$ cat src/rtl/cirno9_sram_arb_pkg.sv
// Shared constants for the cirno9 SRAM arbiter.
//   - Port-index constants for the three fixed requester roles.
//   - Default starvation threshold for the fetch port.
//   - Round-robin search helper used by the grant picker.
package cirno9_sram_arb_pkg;

  localparam int CIRNO9_ARB_NPORT      = 3;
  localparam int CIRNO9_ARB_P_IF       = 0;  // instruction fetch
  localparam int CIRNO9_ARB_P_LS       = 1;  // load/store
  localparam int CIRNO9_ARB_P_AXIS     = 2;  // AXI-slave bridge
  localparam int CIRNO9_ARB_STARVE_MAX = 8;

  // Port visited at search step k when the last grant went to ptr.
  function automatic int rr_port(input logic [1:0] ptr, input int k, input int n);
    return (int'(ptr) + 1 + k) % n;
  endfunction

endpackage

$ cat src/rtl/cirno9_arb_pick.sv
// Combinational grant selection for the cirno9 SRAM arbiter.
// Build option: CIRNO9_SRAM_ARB_RR_EN selects round-robin order starting
// after i_ptr; otherwise fixed priority LS > AXIS > IF.
// Ports:
//   i_cand    candidate (valid) vector
//   i_ptr     last granted port (round-robin build only)
//   i_starve  fetch port is starved and valid; forces its grant
//   o_gnt     one-hot grant, zero when no candidate
//   o_idx     binary index of the granted port
module cirno9_arb_pick
  import cirno9_sram_arb_pkg::*;
#(
  parameter int NPORT = CIRNO9_ARB_NPORT
) (
  input  logic [NPORT-1:0] i_cand,
`ifdef CIRNO9_SRAM_ARB_RR_EN
  input  logic [1:0]       i_ptr,
`endif
  input  logic             i_starve,
  output logic [NPORT-1:0] o_gnt,
  output logic [1:0]       o_idx
);

  // NOTE: every output gets a default before any branch so no latch is inferred.
  always_comb begin
    o_gnt = '0;
    o_idx = '0;
    if (i_starve) begin
      o_gnt[CIRNO9_ARB_P_IF] = 1'b1;
      o_idx                  = 2'(CIRNO9_ARB_P_IF);
    end else begin
`ifdef CIRNO9_SRAM_ARB_RR_EN
      for (int k = 0; k < NPORT; k++) begin
        if ((o_gnt == '0) && i_cand[rr_port(i_ptr, k, NPORT)]) begin
          o_gnt[rr_port(i_ptr, k, NPORT)] = 1'b1;
          o_idx                           = 2'(rr_port(i_ptr, k, NPORT));
        end
      end
`else
      if (i_cand[CIRNO9_ARB_P_LS]) begin
        o_gnt[CIRNO9_ARB_P_LS] = 1'b1;
        o_idx                  = 2'(CIRNO9_ARB_P_LS);
      end else if (i_cand[CIRNO9_ARB_P_AXIS]) begin
        o_gnt[CIRNO9_ARB_P_AXIS] = 1'b1;
        o_idx                    = 2'(CIRNO9_ARB_P_AXIS);
      end else if (i_cand[CIRNO9_ARB_P_IF]) begin
        o_gnt[CIRNO9_ARB_P_IF] = 1'b1;
        o_idx                  = 2'(CIRNO9_ARB_P_IF);
      end
`endif
    end
  end

endmodule

$ cat src/rtl/cirno9_sram_arb.sv
// Three-requester arbiter for the core's single-ported synchronous SRAM.
// Grants at most one request per cycle, passes the winner's strobes to the
// SRAM combinationally and returns a one-cycle-later completion strobe with
// read data. The fetch port is force-granted after STARVE_MAX lost cycles.
// Build option: CIRNO9_SRAM_ARB_RR_EN enables round-robin order (with a
// last-grant pointer); default is fixed priority LS > AXIS > IF.
// Ports:
//   clk, rst                 clock, synchronous active-high reset
//   i_req_val/o_req_rdy      per-port request handshake
//   i_req_adr/wdat/wen/ren   per-port request payload (packed by port)
//   o_rsp_val, o_rsp_rdat    per-port completion strobe, shared read data
//   o_sram_*/i_sram_rdat     SRAM macro interface
module cirno9_sram_arb
  import cirno9_sram_arb_pkg::*;
#(
  parameter int NPORT      = CIRNO9_ARB_NPORT,
  parameter int AW         = 32,
  parameter int STARVE_MAX = CIRNO9_ARB_STARVE_MAX
) (
  input  logic                clk,
  input  logic                rst,
  input  logic [NPORT-1:0]    i_req_val,
  output logic [NPORT-1:0]    o_req_rdy,
  input  logic [NPORT*AW-1:0] i_req_adr,
  input  logic [NPORT*32-1:0] i_req_wdat,
  input  logic [NPORT*4-1:0]  i_req_wen,
  input  logic [NPORT-1:0]    i_req_ren,
  output logic [NPORT-1:0]    o_rsp_val,
  output logic [31:0]         o_rsp_rdat,
  output logic                o_sram_ren,
  output logic [3:0]          o_sram_wen,
  output logic [AW-1:0]       o_sram_adr,
  output logic [31:0]         o_sram_wdat,
  input  logic [31:0]         i_sram_rdat
);

  logic [NPORT-1:0] w_pick_gnt;
  logic [NPORT-1:0] w_gnt;
  logic [1:0]       w_idx;
  logic             w_any;
  logic             w_starve;

  logic [7:0]       r_starve_cnt;
  logic [NPORT-1:0] r_rsp_port;
  logic             r_rsp_rd;
`ifdef CIRNO9_SRAM_ARB_RR_EN
  logic [1:0]       r_ptr;
`endif

  assign w_starve = i_req_val[CIRNO9_ARB_P_IF] && (r_starve_cnt == 8'(STARVE_MAX));

  cirno9_arb_pick #(.NPORT(NPORT)) u_pick (
    .i_cand   (i_req_val),
`ifdef CIRNO9_SRAM_ARB_RR_EN
    .i_ptr    (r_ptr),
`endif
    .i_starve (w_starve),
    .o_gnt    (w_pick_gnt),
    .o_idx    (w_idx)
  );

  // No grant (and hence no SRAM access) while reset is held.
  assign w_gnt     = rst ? '0 : w_pick_gnt;
  assign w_any     = |w_gnt;
  assign o_req_rdy = w_gnt;

  always_comb begin
    o_sram_ren  = 1'b0;
    o_sram_wen  = '0;
    o_sram_adr  = '0;
    o_sram_wdat = '0;
    if (w_any) begin
      o_sram_ren  = i_req_ren[w_idx];
      o_sram_wen  = i_req_wen[int'(w_idx)*4 +: 4];
      o_sram_adr  = i_req_adr[int'(w_idx)*AW +: AW];
      o_sram_wdat = i_req_wdat[int'(w_idx)*32 +: 32];
    end
  end

  // NOTE: state registers use non-blocking assignments so every flop samples
  // the pre-edge values regardless of statement order.
  always_ff @(posedge clk) begin
    if (rst) begin
      r_starve_cnt <= '0;
      r_rsp_port   <= '0;
      r_rsp_rd     <= 1'b0;
    end else begin
      r_rsp_port <= w_gnt;
      // A read+write request completes as a read.
      r_rsp_rd   <= w_any && o_sram_ren;
      if (i_req_val[CIRNO9_ARB_P_IF] && !w_gnt[CIRNO9_ARB_P_IF]) begin
        r_starve_cnt <= r_starve_cnt + 8'd1;
      end else begin
        r_starve_cnt <= '0;
      end
    end
  end

`ifdef CIRNO9_SRAM_ARB_RR_EN
  always_ff @(posedge clk) begin
    if (rst) begin
      r_ptr <= '0;
    end else if (w_any) begin
      r_ptr <= w_idx;
    end
  end
`endif

  // Reset in the response cycle suppresses the response already in flight.
  assign o_rsp_val  = rst ? '0 : r_rsp_port;
  assign o_rsp_rdat = (r_rsp_rd && !rst) ? i_sram_rdat : '0;

endmodule

$ cat config.mk
export PLATFORM = sky130hd
export DESIGN_NAME = cirno9_sram_arb
export DESIGN_NICKNAME = d
export VERILOG_FILES = /design/src/rtl/cirno9_sram_arb_pkg.sv /design/src/rtl/cirno9_arb_pick.sv /design/src/rtl/cirno9_sram_arb.sv
export SDC_FILE = /design/constraint.sdc
export NUM_CORES = 1
export LEC_CHECK = 0
export ABC_CLOCK_PERIOD_IN_PS = 3820
export CAP_MARGIN = 20
export CORE_AREA = 4 4 136 138
export CTS_CLUSTER_DIAMETER = 30
export DETAILED_ROUTE_END_ITERATION = 7
export DIE_AREA = 0 0 140 142
export GPL_TIMING_DRIVEN = 1
export PLACE_DENSITY = 0.55
export SYNTH_ARGS = -nofsm -noshare
export SYNTH_HDL_FRONTEND = slang
export SYNTH_HIERARCHICAL = 1
export SYNTH_SLANG_ARGS = --single-unit
$ cat constraint.sdc
create_clock -name clk -period 3.82 [get_ports clk]
set_clock_uncertainty 0.2 [all_clocks]
set_input_delay 0.764 -clock clk [delete_from_list [all_inputs] [get_ports clk]]
set_output_delay 0.764 -clock clk [all_outputs]
set_load 0.03 [all_outputs]
==> impl_metrics.prom, run 1 <==
# TYPE chip_impl_metric gauge
chip_impl_info{name="critical_path_startpoint_category",value="flop"} 1
chip_impl_info{name="root_buffer",value="sky130_fd_sc_hd__clkbuf_16"} 1
chip_impl_metric{name="tns",unit="ns"} 0
chip_impl_metric{name="fill_cells",unit=""} 1717
chip_impl_metric{name="synth.cell_area",unit="um^2"} 2758
chip_impl_info{name="cp-end-kind",value="output pin"} 1
chip_impl_metric{name="first_global_vias",unit=""} 4398
chip_impl_metric{name="n_antenna_cell",unit=""} 0
chip_impl_metric{name="synth_edf_count",unit=""} 0
chip_impl_info{name="post_synth_most_frequent_cells",value="sky130_fd_sc_hd__nand2_1 (73), sky130_fd_sc_hd__mux2i_1 (69), sky130_fd_sc_hd__a21oi_1 (63)"} 1
chip_impl_metric{name="wirelength",unit="um"} 16610
chip_impl_metric{name="report.power.total",unit="mW"} 1.143
chip_impl_metric{name="cts_num_sinks",unit=""} 12
chip_impl_metric{name="dpl_cell_area",unit="um^2"} 6580
chip_impl_metric{name="drt-wirelength-per-cell",unit="um"} 16.89
chip_impl_metric{name="static_leakage",unit="nW"} 2.831
chip_impl_metric{name="ys_ff_latch",unit=""} 12
chip_impl_metric{name="yosys_warnings",unit=""} 6
chip_impl_info{name="critical_path.startpoint",value="r_starve_cnt[2]"} 1
chip_impl_metric{name="post-place-ws",unit="ns"} -0.1529
chip_impl_metric{name="finalNetCount",unit=""} 1005
chip_impl_metric{name="maxClockFrequency",unit="MHz"} 271.7
chip_impl_metric{name="die_height",unit="um"} 142
chip_impl_info{name="dominantRegCellSynth",value="sky130_fd_sc_hd__dfxtp_1"} 1
chip_impl_metric{name="fin_crit",unit="ns"} 3.681
chip_impl_metric{name="start_util",unit=""} 0.1605
chip_impl_metric{name="drv.max_cap_violation_count",unit=""} 0
chip_impl_info{name="hold_path.startpoint",value="r_starve_cnt[0]"} 1
chip_impl_info{name="post_synth_top_area_cell",value="sky130_fd_sc_hd__mux2i_1"} 1
chip_impl_info{name="timing_worst_setup_path_type",value="reg -> out"} 1
chip_impl_metric{name="setup.reg_to_reg.worst_slack",unit="ns"} 1.27
chip_impl_metric{name="synth.yosys.seq_area_share",unit=""} 0.08711
chip_impl_info{name="status",value="finished clean"} 1
chip_impl_metric{name="floorplan.core_area",unit="um^2"} 17180
chip_impl_metric{name="boundaryPins",unit=""} 351
chip_impl_metric{name="total_area_of_multi_input_combinational_cells",unit="um^2"} 2420
chip_impl_info{name="worst_r2r_endpoint",value="r_rsp_rd"} 1
chip_impl_metric{name="worstPathArrival",unit="ns"} 2.72
chip_impl_metric{name="tightest_slew",unit="ns"} 0.3293
chip_impl_metric{name="required",unit="ns"} 2.86
chip_impl_metric{name="post_drt_via_cell_ratio",unit=""} 4.300
chip_impl_metric{name="final_max_slew_viols",unit=""} 0
chip_impl_metric{name="cts_buffer_depth",unit=""} 2
chip_impl_metric{name="final_setup_violation_count",unit=""} 0
chip_impl_metric{name="detailedRoute.firstPassIterationCount",unit=""} 4
chip_impl_metric{name="number_of_buffers_inserted_for_hold_repair_after_clock_tree_synthesis",unit=""} 0
chip_impl_metric{name="die-width",unit="um"} 140
chip_impl_metric{name="overflow",unit=""} 0
chip_impl_metric{name="p_per_area",unit="nW/um^2"} 161.6
chip_impl_metric{name="synth_top_area_frac",unit=""} 0.2505
chip_impl_info{name="reg_to_reg_critical_path_startpoint",value="r_starve_cnt[2]"} 1
chip_impl_metric{name="stdcell_area",unit="um^2"} 7071
chip_impl_metric{name="worstRegToRegCells",unit=""} 12
chip_impl_metric{name="area_grow_syn2layout",unit="%"} 156.4
chip_impl_metric{name="cts_max_level",unit=""} 1
chip_impl_metric{name="drive_gt1_frac",unit=""} 0.3259
chip_impl_metric{name="synth_async_reset_ratio",unit=""} 0
chip_impl_metric{name="synthesis.instances",unit=""} 408
chip_impl_metric{name="die_area",unit="um^2"} 19880
chip_impl_metric{name="slew_headroom",unit=""} 0.7798
chip_impl_metric{name="antenna_found_initial",unit=""} 0
chip_impl_metric{name="synth_cell_type_count",unit=""} 27
chip_impl_metric{name="global_route_wire_length_before_repair",unit="um"} 23770
chip_impl_info{name="tritoncts",value="built"} 1
chip_impl_metric{name="route.antenna.remaining_nets",unit=""} 0
chip_impl_metric{name="global_route.usage.total",unit=""} 0.1492
chip_impl_metric{name="numCtsBuffers",unit=""} 3
chip_impl_metric{name="critical_path_peak_fanout",unit=""} 8
chip_impl_metric{name="layout_setup_ws",unit="ns"} 0.1393
chip_impl_metric{name="clk_pin_slew",unit="ns"} 0.04
chip_impl_metric{name="drt-initial-drc-count",unit=""} 173
chip_impl_metric{name="dp_cells",unit=""} 971
chip_impl_metric{name="drc_errors",unit=""} 0
chip_impl_metric{name="place_congestion",unit=""} 0.8893
chip_impl_metric{name="synth_area_per_cell",unit="um^2"} 6.759
chip_impl_metric{name="std_cell_rows",unit=""} 48
chip_impl_metric{name="ff_latch_area",unit="um^2"} 242.7
chip_impl_metric{name="worst_case_hold_slack",unit="ns"} 0.2878
chip_impl_metric{name="dp_hpwl",unit="um"} 13130
chip_impl_info{name="critical_path.endpoint",value="o_sram_adr[10]"} 1
chip_impl_metric{name="fin_crit_sh",unit=""} 0.9635
chip_impl_metric{name="placement.io_buffers",unit=""} 350
chip_impl_metric{name="clkLatencyLatePin",unit="ns"} 0.24
chip_impl_metric{name="layout.cells.non_filler",unit=""} 983
chip_impl_metric{name="synth_fp_nets",unit=""} 654
chip_impl_info{name="rsz0062_at_grt",value="no"} 1
chip_impl_metric{name="max-vdd-ir-drop",unit="V"} 0.0001303
chip_impl_info{name="synth_area_leaders",value="sky130_fd_sc_hd__mux2i_1 (25%), sky130_fd_sc_hd__or2_2 (14%), sky130_fd_sc_hd__a21oi_1 (11%)"} 1
chip_impl_metric{name="route.vias.total",unit=""} 4227
chip_impl_info{name="synthMostInstantiatedCell",value="sky130_fd_sc_hd__nand2_1"} 1
chip_impl_info{name="hold_path_class",value="reg -> reg"} 1
chip_impl_metric{name="final_util",unit=""} 0.4116
chip_impl_metric{name="timing_hold_violations_final",unit=""} 0
chip_impl_metric{name="grt_start_max_net_pins",unit=""} 41
cell usage in the layout, fill, tap and decap left out, types with 10 or more instances in the layout:
cell type,instances
sky130_fd_sc_hd__buf_4,83
sky130_fd_sc_hd__dfxtp_1,10
sky130_fd_sc_hd__nor2b_1,10
sky130_fd_sc_hd__clkdlybuf4s50_1,245
sky130_fd_sc_hd__buf_12,30
sky130_fd_sc_hd__a21oi_1,34
sky130_fd_sc_hd__mux2i_1,69
sky130_fd_sc_hd__nand2_1,73
sky130_fd_sc_hd__or2_2,58
sky130_fd_sc_hd__a21oi_2,38
sky130_fd_sc_hd__or2_1,11
sky130_fd_sc_hd__buf_6,20
sky130_fd_sc_hd__and2_1,33
routing by layer:
layer	vias up	GRT usage	routed length, um
li1	2054	-	-
met1	1933	0.1664	6315
met2	230	0.2910	8626
met3	10	0.04066	1534
met4	0	0.01734	131
met5	-	0	0
state kept, by name (all words and copies together), names as in the netlist:
register,cells
r_starve_cnt,8
r_rsp_port,3
r_rsp_rd,1
cell type report:
class                      count  share of cell area
tap                          225             0.03982
sequential                    12             0.03433
multi-input combinational    357              0.3422
inverter                       2            0.001062
timing repair buffer         383              0.5700
clock buffer                   4             0.01256
worst min-delay path by stage:
stage,end,slack [ns],depth (start not counted)
after floorplan,r_starve_cnt[0],0.23,1
after global placement,r_starve_cnt[0],0.25,1
after detailed placement,r_starve_cnt[0],0.27,1
after CTS,r_starve_cnt[0],0.28,1
after global routing,r_starve_cnt[0],0.30,1
final,r_starve_cnt[0],0.29,1
kinds of logic after synthesis:
group,after synthesis,share of synthesized area
muxes,69,0.2505
xor gates and xnor gates,3,0.009530
buffers and inverters,39,0.09256
and+or+nand+nor,207,0.3997
DFF,12,0.08711
adders and majority gates,2,0.009073
AOI/OAI and AO/OA,76,0.1515
worst max-delay path, stage by stage, from the launching register on:
cell and delay [ns]:
sky130_fd_sc_hd__dfxtp_1 0.35, sky130_fd_sc_hd__or4b_4 0.53, sky130_fd_sc_hd__nor4_2 0.15, sky130_fd_sc_hd__buf_4 0.17, sky130_fd_sc_hd__nor3b_4 0.04, sky130_fd_sc_hd__buf_6 0.13
sky130_fd_sc_hd__buf_6 0.13, sky130_fd_sc_hd__nor2b_4 0.12, sky130_fd_sc_hd__buf_12 0.14, sky130_fd_sc_hd__bufbuf_16 0.27, sky130_fd_sc_hd__nand2_1 0.08, sky130_fd_sc_hd__a21oi_2 0.21
sky130_fd_sc_hd__buf_12 0.15
repair_timing:
item / in CTS / in global routing
cloned: 4 / 0
gates resized for setup: 57 / 3
endpoints found under the setup margin: 55 / 33
buffers inserted: 4 / 0
pin swaps: 15 / 2
endpoints found under the hold margin: 0 / 0
report_power, final:
part	total (mW)	internal, mW	switching [mW]
Clock	0.213	0.158	0.0550
Sequential	0.130	0.129	0.00125
Combinational	0.800	0.466	0.333
Power figures use the tool's default switching activity.
==> run 2, diff against run 1 <==
--- a/config.mk
+++ b/config.mk
@@ -7,10 +7,10 @@
 export LEC_CHECK = 0
 export ABC_CLOCK_PERIOD_IN_PS = 3820
 export CAP_MARGIN = 20
-export CORE_AREA = 4 4 136 138
+export CORE_AREA = 3 3 135 137
 export CTS_CLUSTER_DIAMETER = 30
 export DETAILED_ROUTE_END_ITERATION = 7
-export DIE_AREA = 0 0 140 142
+export DIE_AREA = 0 0 138 140
 export GPL_TIMING_DRIVEN = 1
 export PLACE_DENSITY = 0.55
 export SYNTH_ARGS = -nofsm -noshare
==> impl_metrics.prom, run 2 (synthesis results as in run 1) <==
# TYPE chip_impl_metric gauge
chip_impl_metric{name="timing_hold_violations_final",unit=""} 0
chip_impl_metric{name="dp_hpwl",unit="um"} 13350
chip_impl_metric{name="finalNetCount",unit=""} 1016
chip_impl_info{name="hold_path_class",value="reg -> reg"} 1
chip_impl_metric{name="start_util",unit=""} 0.1605
chip_impl_metric{name="max-vdd-ir-drop",unit="V"} 0.0001310
chip_impl_metric{name="wirelength",unit="um"} 16640
chip_impl_metric{name="ff_latch_area",unit="um^2"} 241.5
chip_impl_metric{name="final_setup_violation_count",unit=""} 0
chip_impl_metric{name="tightest_slew",unit="ns"} 0.3430
chip_impl_metric{name="report.power.total",unit="mW"} 1.111
chip_impl_metric{name="overflow",unit=""} 0
chip_impl_metric{name="die_area",unit="um^2"} 19320
chip_impl_metric{name="post_drt_via_cell_ratio",unit=""} 4.253
chip_impl_metric{name="total_area_of_multi_input_combinational_cells",unit="um^2"} 2374
chip_impl_metric{name="setup.reg_to_reg.worst_slack",unit="ns"} 1.16
chip_impl_metric{name="required",unit="ns"} 2.86
chip_impl_metric{name="die-width",unit="um"} 138
chip_impl_metric{name="antenna_found_initial",unit=""} 0
chip_impl_metric{name="floorplan.core_area",unit="um^2"} 17180
chip_impl_info{name="final_cell_mix",value="sky130_fd_sc_hd__clkdlybuf4s50_1 (245), sky130_fd_sc_hd__buf_4 (103), sky130_fd_sc_hd__nand2_1 (73)"} 1
chip_impl_metric{name="cts_num_sinks",unit=""} 12
chip_impl_metric{name="area_grow_syn2layout",unit="%"} 156.8
chip_impl_metric{name="drt-initial-drc-count",unit=""} 91
chip_impl_info{name="tritoncts",value="built"} 1
chip_impl_info{name="status",value="finished clean"} 1
chip_impl_info{name="cp-end-kind",value="output pin"} 1
chip_impl_info{name="timing_worst_setup_path_type",value="reg -> out"} 1
chip_impl_metric{name="numCtsBuffers",unit=""} 3
chip_impl_metric{name="place_congestion",unit=""} 0.8768
chip_impl_metric{name="drc_errors",unit=""} 0
chip_impl_info{name="root_buffer",value="sky130_fd_sc_hd__clkbuf_16"} 1
chip_impl_metric{name="fin_crit",unit="ns"} 3.714
chip_impl_metric{name="cts_max_level",unit=""} 1
chip_impl_metric{name="maxClockFrequency",unit="MHz"} 269.2
chip_impl_info{name="critical_path_startpoint_category",value="flop"} 1
chip_impl_metric{name="grt_start_max_net_pins",unit=""} 38
chip_impl_metric{name="clk_pin_slew",unit="ns"} 0.04
chip_impl_metric{name="cts_buffer_depth",unit=""} 2
chip_impl_metric{name="placement.io_buffers",unit=""} 350
chip_impl_metric{name="route.antenna.remaining_nets",unit=""} 0
chip_impl_info{name="reg_top3",value="r_starve_cnt: 8 flops, r_rsp_port: 3 flops, r_rsp_rd: 1 flops"} 1
chip_impl_metric{name="tns",unit="ns"} 0
chip_impl_metric{name="n_antenna_cell",unit=""} 0
chip_impl_metric{name="die_height",unit="um"} 140
chip_impl_metric{name="clkLatencyLatePin",unit="ns"} 0.24
chip_impl_info{name="leading_cell_type_in_the_layout_fill_and_taps_excluded",value="sky130_fd_sc_hd__clkdlybuf4s50_1"} 1
chip_impl_metric{name="drv.max_cap_violation_count",unit=""} 0
chip_impl_metric{name="final_max_slew_viols",unit=""} 0
chip_impl_metric{name="layout_setup_ws",unit="ns"} 0.1056
chip_impl_metric{name="first_global_vias",unit=""} 4406
chip_impl_metric{name="global_route.usage.total",unit=""} 0.1560
chip_impl_metric{name="post-place-ws",unit="ns"} -0.1794
chip_impl_metric{name="static_leakage",unit="nW"} 2.871
chip_impl_metric{name="boundaryPins",unit=""} 351
chip_impl_metric{name="final_util",unit=""} 0.4123
chip_impl_metric{name="p_per_area",unit="nW/um^2"} 156.8
chip_impl_metric{name="global_route_wire_length_before_repair",unit="um"} 24770
chip_impl_info{name="top_register",value="r_starve_cnt"} 1
chip_impl_metric{name="worstPathArrival",unit="ns"} 2.75
chip_impl_metric{name="drt-wirelength-per-cell",unit="um"} 16.76
chip_impl_metric{name="critical_path_peak_fanout",unit=""} 5
chip_impl_metric{name="fill_cells",unit=""} 1733
chip_impl_metric{name="worst_case_hold_slack",unit="ns"} 0.2692
chip_impl_metric{name="largest_reg_flops",unit=""} 8
chip_impl_metric{name="fin_crit_sh",unit=""} 0.9724
chip_impl_metric{name="route.vias.total",unit=""} 4223
chip_impl_metric{name="std_cell_rows",unit=""} 48
chip_impl_metric{name="detailedRoute.firstPassIterationCount",unit=""} 4
chip_impl_metric{name="drive_gt1_frac",unit=""} 0.3177
chip_impl_metric{name="slew_headroom",unit=""} 0.7706
-- run 2: cell types whose count changed in the layout (fill, tap and decap cells not counted), sizes merged --
cell           delta
buf               +9
bufbuf            -1
clkbuf            +2
clkdlybuf4s15     +1
dlygate4sd2       -1
-- run 2: where the power goes --
part	switching [mW]	leakage (nW)	internal, mW	total, mW
registers	0.00159	0.0981	0.129	0.130
logic	0.328	2.74	0.467	0.794
clock network	0.0503	0.0370	0.136	0.186
total	0.379	2.87	0.731	1.11
-- run 2: critical path: stages, from the launching register on --
cell,delay [ns]
sky130_fd_sc_hd__dfxtp_1,0.34
sky130_fd_sc_hd__or4b_4,0.57
sky130_fd_sc_hd__nor4_4,0.16
sky130_fd_sc_hd__buf_4,0.17
sky130_fd_sc_hd__nor3b_4,0.04
sky130_fd_sc_hd__buf_4,0.15
sky130_fd_sc_hd__buf_6,0.13
sky130_fd_sc_hd__buf_4,0.15
sky130_fd_sc_hd__mux2i_1,0.11
sky130_fd_sc_hd__or2_2,0.28
sky130_fd_sc_hd__a21oi_2,0.15
sky130_fd_sc_hd__buf_4,0.13
sky130_fd_sc_hd__buf_12,0.11
-- run 2: final timing paths --
| check | start | end | depth (start not counted) |
|---|---|---|---|
| worst min-delay path | r_starve_cnt[0] | r_starve_cnt[0] | 1 |
| worst max-delay path | r_starve_cnt[4] | o_sram_wdat[1] | 12 |
| worst max register to register | r_starve_cnt[4] | r_rsp_rd | 12 |
| worst min register to register | r_starve_cnt[0] | r_starve_cnt[0] | 1 |
-- run 2: area by class of cell --
type	count	area share
multi-input cells	357	0.3352
clock buffers	3	0.01060
inverters	2	0.001060
repair buffers	394	0.5793
well taps	225	0.03975
flip-flops and latches	12	0.03410
-- run 2: through the flow --
| stage | std cells | area (um^2) |
|---|---|---|
| global route | 993 | 7082 |
| floorplan | 408 | 2758 |
| global placement | 978 | 6708 |
| detailed placement | 978 | 6708 |
| finish | 993 | 7082 |
| CTS | 985 | 6894 |
-- run 2: layer usage --
| metal | vias to the layer above | share of wire | global-route usage |
|---|---|---|---|
| met3 | 19 | 0.071 | 0.03107 |
| met5 | - | 0 | 0 |
| met2 | 232 | 0.52 | 0.2955 |
| met1 | 1898 | 0.39 | 0.1816 |
| met4 | 0 | 0.018 | 0.03172 |
| li1 | 2074 | - | - |
-- run 2: what timing repair did --
action / in CTS / in global routing
buffers inserted: 3 / 4
gates cloned: 1 / 4
hold buffers: 0 / 0
pin swaps: 3 / 3
setup endpoints to repair: 69 / 69
resized for setup: 16 / 15
